`src/rtl/piece_lock_if.sv`:
```
// Request/status bundle between the piece spawner (master) and piece_lock (slave).
interface piece_lock_if;
    logic        lock_req;
    logic [3:0]  piece_x;
    logic [4:0]  piece_y;
    logic [15:0] piece_mask;
    logic        busy;
    logic        lock_done;
    logic        collision;
    logic        update;
    logic        game_over;

    modport master (
        output lock_req, piece_x, piece_y, piece_mask,
        input  busy, lock_done, collision, update, game_over
    );

    modport slave (
        input  lock_req, piece_x, piece_y, piece_mask,
        output busy, lock_done, collision, update, game_over
    );
endinterface

```
`src/rtl/piece_lock.sv`:
```
// Validates a settled tetromino against a board snapshot and merges it in, feeding clear_lines.
// Optional PIECE_COUNT_EN adds the pieces_locked counter port.
module piece_lock #(
    parameter int ROWS = 22,
    parameter int COLS = 12
) (
    input  logic                      vsync,
    input  logic                      reset,
    piece_lock_if.slave               lock_bus,
    input  logic [ROWS-1:0][COLS-1:0] in_row_contents,
`ifdef PIECE_COUNT_EN
    output logic [15:0]               pieces_locked,
`endif
    output logic [ROWS-1:0][COLS-1:0] row_contents
);

    typedef enum logic [2:0] {IDLE, CHECK, MERGE, DONE, FAULT} state_t;

    state_t state, state_next;

    logic [1:0]                row_idx;
    logic                      hit_acc;
    logic [3:0]                snap_x;
    logic [4:0]                snap_y;
    logic [15:0]               snap_mask;
    logic [ROWS-1:0][COLS-1:0] snap;
    logic                      game_over;

    logic                      accept;
    logic [3:0]                mask_row;
    logic [19:0]               shifted;
    logic [5:0]                cell_y;
    logic [COLS-1:0]           board_row;
    logic                      row_valid;
    logic                      row_hit;
    logic [ROWS-1:0][COLS-1:0] merged;

    logic busy, update, lock_done, collision;

    assign accept = (state == IDLE) && lock_bus.lock_req && !game_over;

    // The current mask row is shifted into board columns once; anything landing above
    // COLS-1 or on a row outside the board is a collision, as is overlap with the snapshot.
    always_comb begin
        mask_row  = snap_mask[{row_idx, 2'b00} +: 4];
        shifted   = 20'(mask_row) << snap_x;
        cell_y    = 6'(snap_y) + 6'(row_idx);
        board_row = '0;
        row_valid = 1'b0;
        merged    = snap;
        for (int i = 0; i < ROWS; i++) begin
            if (cell_y == 6'(i)) begin
                board_row = snap[i];
                row_valid = 1'b1;
                merged[i] = snap[i] | shifted[COLS-1:0];
            end
        end
        row_hit = (mask_row != 4'd0) &&
                  (!row_valid || (shifted[19:COLS] != '0) ||
                   ((shifted[COLS-1:0] & board_row) != '0));
    end

    always_ff @(posedge vsync) begin
        if (reset) state <= IDLE;
        else       state <= state_next;
    end

    always_comb begin
        state_next = state;
        busy       = 1'b1;
        update     = 1'b0;
        lock_done  = 1'b0;
        collision  = 1'b0;
        case (state)
            IDLE: begin
                busy = 1'b0;
                if (accept) state_next = CHECK;
            end
            CHECK: begin
                if (row_idx == 2'd3) state_next = (hit_acc || row_hit) ? FAULT : MERGE;
            end
            MERGE: begin
                if (row_idx == 2'd3) state_next = DONE;
            end
            DONE: begin
                update     = 1'b1;
                lock_done  = 1'b1;
                state_next = IDLE;
            end
            FAULT: begin
                lock_done  = 1'b1;
                collision  = 1'b1;
                state_next = IDLE;
            end
            default: state_next = IDLE;
        endcase
    end

    // row_contents tracks the live board only in IDLE; otherwise it holds the snapshot
    // and is loaded with the merged image on the edge that enters DONE.
    always_ff @(posedge vsync) begin
        if (reset) begin
            row_idx      <= 2'd0;
            hit_acc      <= 1'b0;
            snap_x       <= 4'd0;
            snap_y       <= 5'd0;
            snap_mask    <= 16'd0;
            snap         <= '0;
            row_contents <= '0;
            game_over    <= 1'b0;
`ifdef PIECE_COUNT_EN
            pieces_locked <= 16'd0;
`endif
        end else begin
            case (state)
                IDLE: begin
                    row_contents <= in_row_contents;
                    row_idx      <= 2'd0;
                    hit_acc      <= 1'b0;
                    if (accept) begin
                        snap      <= in_row_contents;
                        snap_x    <= lock_bus.piece_x;
                        snap_y    <= lock_bus.piece_y;
                        snap_mask <= lock_bus.piece_mask;
                    end
                end
                CHECK: begin
                    hit_acc <= hit_acc | row_hit;
                    row_idx <= row_idx + 2'd1;
                    if (row_idx == 2'd3 && (hit_acc || row_hit)) game_over <= 1'b1;
                end
                MERGE: begin
                    snap    <= merged;
                    row_idx <= row_idx + 2'd1;
                    if (row_idx == 2'd3) row_contents <= merged;
                end
                DONE: begin
`ifdef PIECE_COUNT_EN
                    pieces_locked <= pieces_locked + 16'd1;
`endif
                end
                default: begin
                end
            endcase
        end
    end

    assign lock_bus.busy      = busy;
    assign lock_bus.update    = update;
    assign lock_bus.lock_done = lock_done;
    assign lock_bus.collision = collision;
    assign lock_bus.game_over = game_over;

endmodule

```
`src/flat_wrapper.sv`:
```
// flat-port wrapper written by rule: the top's interface ports become plain ports
module piece_lock_flat 
#(
    parameter int ROWS = 22,
    parameter int COLS = 12
)
  (vsync, reset, in_row_contents, row_contents, lock_bus_lock_req, lock_bus_piece_x, lock_bus_piece_y, lock_bus_piece_mask, lock_bus_busy, lock_bus_lock_done, lock_bus_collision, lock_bus_update, lock_bus_game_over);
  piece_lock_if lock_bus_i ();
  input  logic vsync;
  input  logic reset;
  input  logic [ROWS-1:0][COLS-1:0] in_row_contents;
  output logic [ROWS-1:0][COLS-1:0] row_contents;
  input wire logic [$bits(lock_bus_i.lock_req)-1:0] lock_bus_lock_req;
  input wire logic [$bits(lock_bus_i.piece_x)-1:0] lock_bus_piece_x;
  input wire logic [$bits(lock_bus_i.piece_y)-1:0] lock_bus_piece_y;
  input wire logic [$bits(lock_bus_i.piece_mask)-1:0] lock_bus_piece_mask;
  output wire logic [$bits(lock_bus_i.busy)-1:0] lock_bus_busy;
  output wire logic [$bits(lock_bus_i.lock_done)-1:0] lock_bus_lock_done;
  output wire logic [$bits(lock_bus_i.collision)-1:0] lock_bus_collision;
  output wire logic [$bits(lock_bus_i.update)-1:0] lock_bus_update;
  output wire logic [$bits(lock_bus_i.game_over)-1:0] lock_bus_game_over;
  assign lock_bus_i.lock_req = lock_bus_lock_req;
  assign lock_bus_i.piece_x = lock_bus_piece_x;
  assign lock_bus_i.piece_y = lock_bus_piece_y;
  assign lock_bus_i.piece_mask = lock_bus_piece_mask;
  assign lock_bus_busy = lock_bus_i.busy;
  assign lock_bus_lock_done = lock_bus_i.lock_done;
  assign lock_bus_collision = lock_bus_i.collision;
  assign lock_bus_update = lock_bus_i.update;
  assign lock_bus_game_over = lock_bus_i.game_over;
  piece_lock #(.ROWS(ROWS), .COLS(COLS)) u_core (.vsync(vsync), .reset(reset), .lock_bus(lock_bus_i), .in_row_contents(in_row_contents), .row_contents(row_contents));
endmodule
```
`config.mk`:
```
export PLATFORM = sky130hd
export DESIGN_NAME = piece_lock_flat
export DESIGN_NICKNAME = d
export VERILOG_FILES = /design/src/rtl/piece_lock_if.sv /design/src/rtl/piece_lock.sv /design/src/flat_wrapper.sv
export SDC_FILE = /design/constraint.sdc
export NUM_CORES = 2
export LEC_CHECK = 0
export ABC_AREA = 1
export CORE_UTILIZATION = 51
export CTS_CLUSTER_DIAMETER = 60
export DETAILED_ROUTE_END_ITERATION = 8
export PLACE_DENSITY = 0.81
export SETUP_SLACK_MARGIN = 0.1
export SLEW_MARGIN = 40
export SYNTH_ARGS = -nofsm -noshare
export SYNTH_HDL_FRONTEND = slang
export SYNTH_SLANG_ARGS = --single-unit
export TNS_END_PERCENT = 20
```
`constraint.sdc`:
```
create_clock -name vsync -period 3.9 [get_ports vsync]
set_clock_uncertainty 0.05 [all_clocks]
set_input_delay 0.39 -clock vsync [delete_from_list [all_inputs] [get_ports vsync]]
set_output_delay 0.39 -clock vsync [all_outputs]
set_load 0.05 [all_outputs]
```
==> metrics.md <==
| Metric | Value |
|---|---|
| Status | completed |
| Met1 Wirelength | 40000 microns |
| Transition time of the tightest slew-check pin | roughly 0.88 ns |
| WL met3 | about 10000 microns |
| Top routing layer in use | met5 |
| Routed len/inst | between 20 and 25 microns |
| Period utilisation layout | 0.965 |
| Vias in the first global route | between 20000 and 30000 |
| Worst path slowest cell | dfxtp_2 |
| Worst-Skew Late Latency | a little over 0.6 ns |
| Layout cells sized above 1 | 0.0699 |
| Sequential area share after synthesis | 0.448 |
| Total grt overflow | 0 |
| R2r setup slk | about 0.14 ns |
| Port Buffers | 560 |
| Power per Cell Area | just over 900 nW/um^2 |
| Synth area leader | dfxtp_1 |
| Syn. warnings | 0 |
| Residual DRC count | 0 |
| Post-synth ARST share | 0 |
| Kind of end point of the critical path | flop |
| CTS Buffer Depth | 3 |
| Hold-critical path depth | 3 |
| Fin. Hold Viols | 0 |
| TritonRoute pass-1 iters | 6 |
| Hold WC Path Type | input pin to flop |
| Type of element launching the critical path | flop |
| Final TNS setup | 0 ns |
| Total detailed-routing wirelength | between 100000 and 150000 microns |
| Syn nets | between 3000 and 4000 |
| Worst EP required | approximately 4.4 ns |
| Worst-path fanout max | 4 |
| Final net count | between 4000 and 5000 |
| Worst Hold Slack | around 0.34 ns |
| Total GRT Usage | 0.390 |
| Most frequent cells in the layout | o21ai_0 (1021), a21oi_1 (607), clkdlybuf4s50_1 (560), dfxtp_1 (558), nand2_1 (301) |
| Synth area leaders | dfxtp_1 (45%), o21ai_0 (20%), a21oi_1 (12%) |
| Worst rel slew slack | 0.415 |
| CTS sink cnt | 560 |
| Critical path type | flop to flop |
| Fin util | 0.692 |
| Die X | 223 microns |
| Peak supply drop | 0.724 mV |
| CP dominant cell by count | nand2_1 |
| Yosys reg bits | 560 |
| H-tree levels | 2 |
| CP max stage delay | 0.35 ns |
| Mean post-synth cell area | about 7 sq um |
| Yosys cell types | 40 |
| Initial core utilization | 0.521 |
| P_leak | around 13 nW |
| Mapped Cells | 3477 |
| RSZ-0062 raised after global routing | true |
| Post-Layout Inst Area | 33300 sq um |
| Number of flops mapped to enable cells by yosys | 0 |
| Chip Height | 223 microns |
| DP Wirelength | approximately 70000 microns |
| Yosys top cell area share | 0.448 |
| Vias | around 28000 |
| Pin count of the biggest net entering global routing | approximately 190 |
| Post-DRT Antenna Nets | 0 |
| Post-synthesis cell area | 25000 sq um |
| Prevailing post-synth register cell | dfxtp_1 |
| Dpl cell area | ~31000 sq um |
| F_max | 266 MHz |
| Starting DRC count in detailed routing | slightly below 4000 |
| Slew Viols, Final | 0 |
| IO Pins | 561 |
| Max_cap viols | 0 |
| Die Area | about 50000 sq um |
| Tmin final | between 3 and 4 ns |
| Vias per cell | 6.10 |
| Routed met2 length | 45800 microns |
| Reg clk slew, reported paths | roughly 0.06 ns |
| Commonest non-fill, non-tap cell in the layout | o21ai_0 |
| Fill cells | just over 4000 |
| CP Data Arrival Time | 4.28 ns |
| TritonCTS buffer count | 58 |
| Final setup vio count | 0 |
| # rows | 80 |
| Clock tree from TritonCTS | yes |
| Global-route wire length before repair | 151000 microns |
| Area Growth Syn to Fin | 33.0% |
| Root Driver | clkbuf_16 |
| Core area | 48000 sq um |
| Initial antenna violation count | 6 |
| FF-to-FF path depth | 32 |
| Placer Congestion | about 0.94 |
where the power goes:
group | leakage [nW] | internal [mW] | switching, mW
registers | 4.66 | 7.97 | 1.75
logic | 7.12 | 4.60 | 11.0
clock network | 0.896 | 2.99 | 2.35
total | 12.7 | 15.6 | 15.1
layout make-up:
type / instances / area [sq um] / share of cell area
repair inverters: 1 / 6.26 / 0.000188
clock buffers: 87 / 1690 / 0.0509
flip-flops and latches: 560 / 11200 / 0.337
diodes: 4 / 10.0 / 0.000301
clock inverters: 19 / 119 / 0.00357
multi-input cells: 2456 / 12200 / 0.366
well taps: 615 / 769 / 0.0231
repair buffers: 672 / 6670 / 0.200
inverters: 152 / 613 / 0.0184
through the flow:
stage,cells,power (mW),worst slack [ns]
finish,4566,30.7,0.136
global route,4564,32.1,-0.149
CTS,4558,30.3,0.124
detailed placement,4452,24.9,0.141
global placement,4452,24.8,0.185
floorplan,3477,19.1,0.806
logic make-up after synthesis:
kind of cell | count (synthesis) | share of synthesized area
fa+ha+maj | 4 | 0.00230
simple gates | 711 | 0.120
buf+inv | 461 | 0.0707
compound gates | 1740 | 0.358
flops | 560 | 0.448
xor+xnor | 1 | 0.000651
cell usage after synthesis, types with 3 or more instances:
cell type and n:
o21ai_0 1022, a21oi_1 607, dfxtp_1 560, nand2_1 306
clkbuf_1 290, nor2_1 283, inv_1 129, o211ai_1 82
nand3_1 53, nand4_1 31, inv_2 16, o21ai_1 13
buf_2 8, nor3_1 8, buf_1 6, clkinv_1 5
nand2_2 5, nand2_4 5, nand3_2 5, nor2_2 5
buf_4 4, a211oi_1 3, a22oi_1 3, ha_1 3
nor2_4 3, o22ai_1 3
repair_timing:
item / 4_1_cts / 5_1_grt
pin swaps: 0 / 15
hold buffers: 0 / 0
hold endpoints to repair: 0 / 0
resized for setup: 1 / 28
cloned: 0 / 1
setup endpoints to repair: 1 / 4
setup buffers: 0 / 3
critical path, delay by kind of cell (launching register included):
kind                     cells  cell delay (ns)
XOR/XNOR                     1             0.12
flip-flops                   1             0.35
buffers and inverters        7             0.60
AO/OA/AOI/OAI                2             0.20
AND/OR/NAND/NOR             20             1.93
adder cells (fa/ha/maj)      2             0.48
layer usage:
layer	global-route usage	vias to the layer above
met5	0	-
met3	0.0748	346
met4	0.210	4
met1	0.507	12800
li1	-	13000
met2	0.611	1694
flip-flops by register name, indices dropped and copies added, names as in the netlist:
| register | count |
|---|---|
| u_core.lock_bus.game_over | 1 |
| u_core.snap_mask | 16 |
| u_core.snap | 264 |
| u_core.row_idx | 2 |
| u_core.snap_x | 4 |
| u_core.row_contents | 264 |
| u_core.state | 3 |
| u_core.hit_acc | 1 |
| u_core.snap_y | 5 |
worst paths after layout:
path	start	to
setup reg to reg	u_core.row_idx[0]	u_core.state[1]
hold reg to reg	u_core.hit_acc	u_core.hit_acc
setup / recovery	u_core.row_idx[0]	u_core.state[1]
hold / removal	lock_bus_piece_mask[9]	u_core.snap_mask[9]
Power figures use the tool's default switching activity.
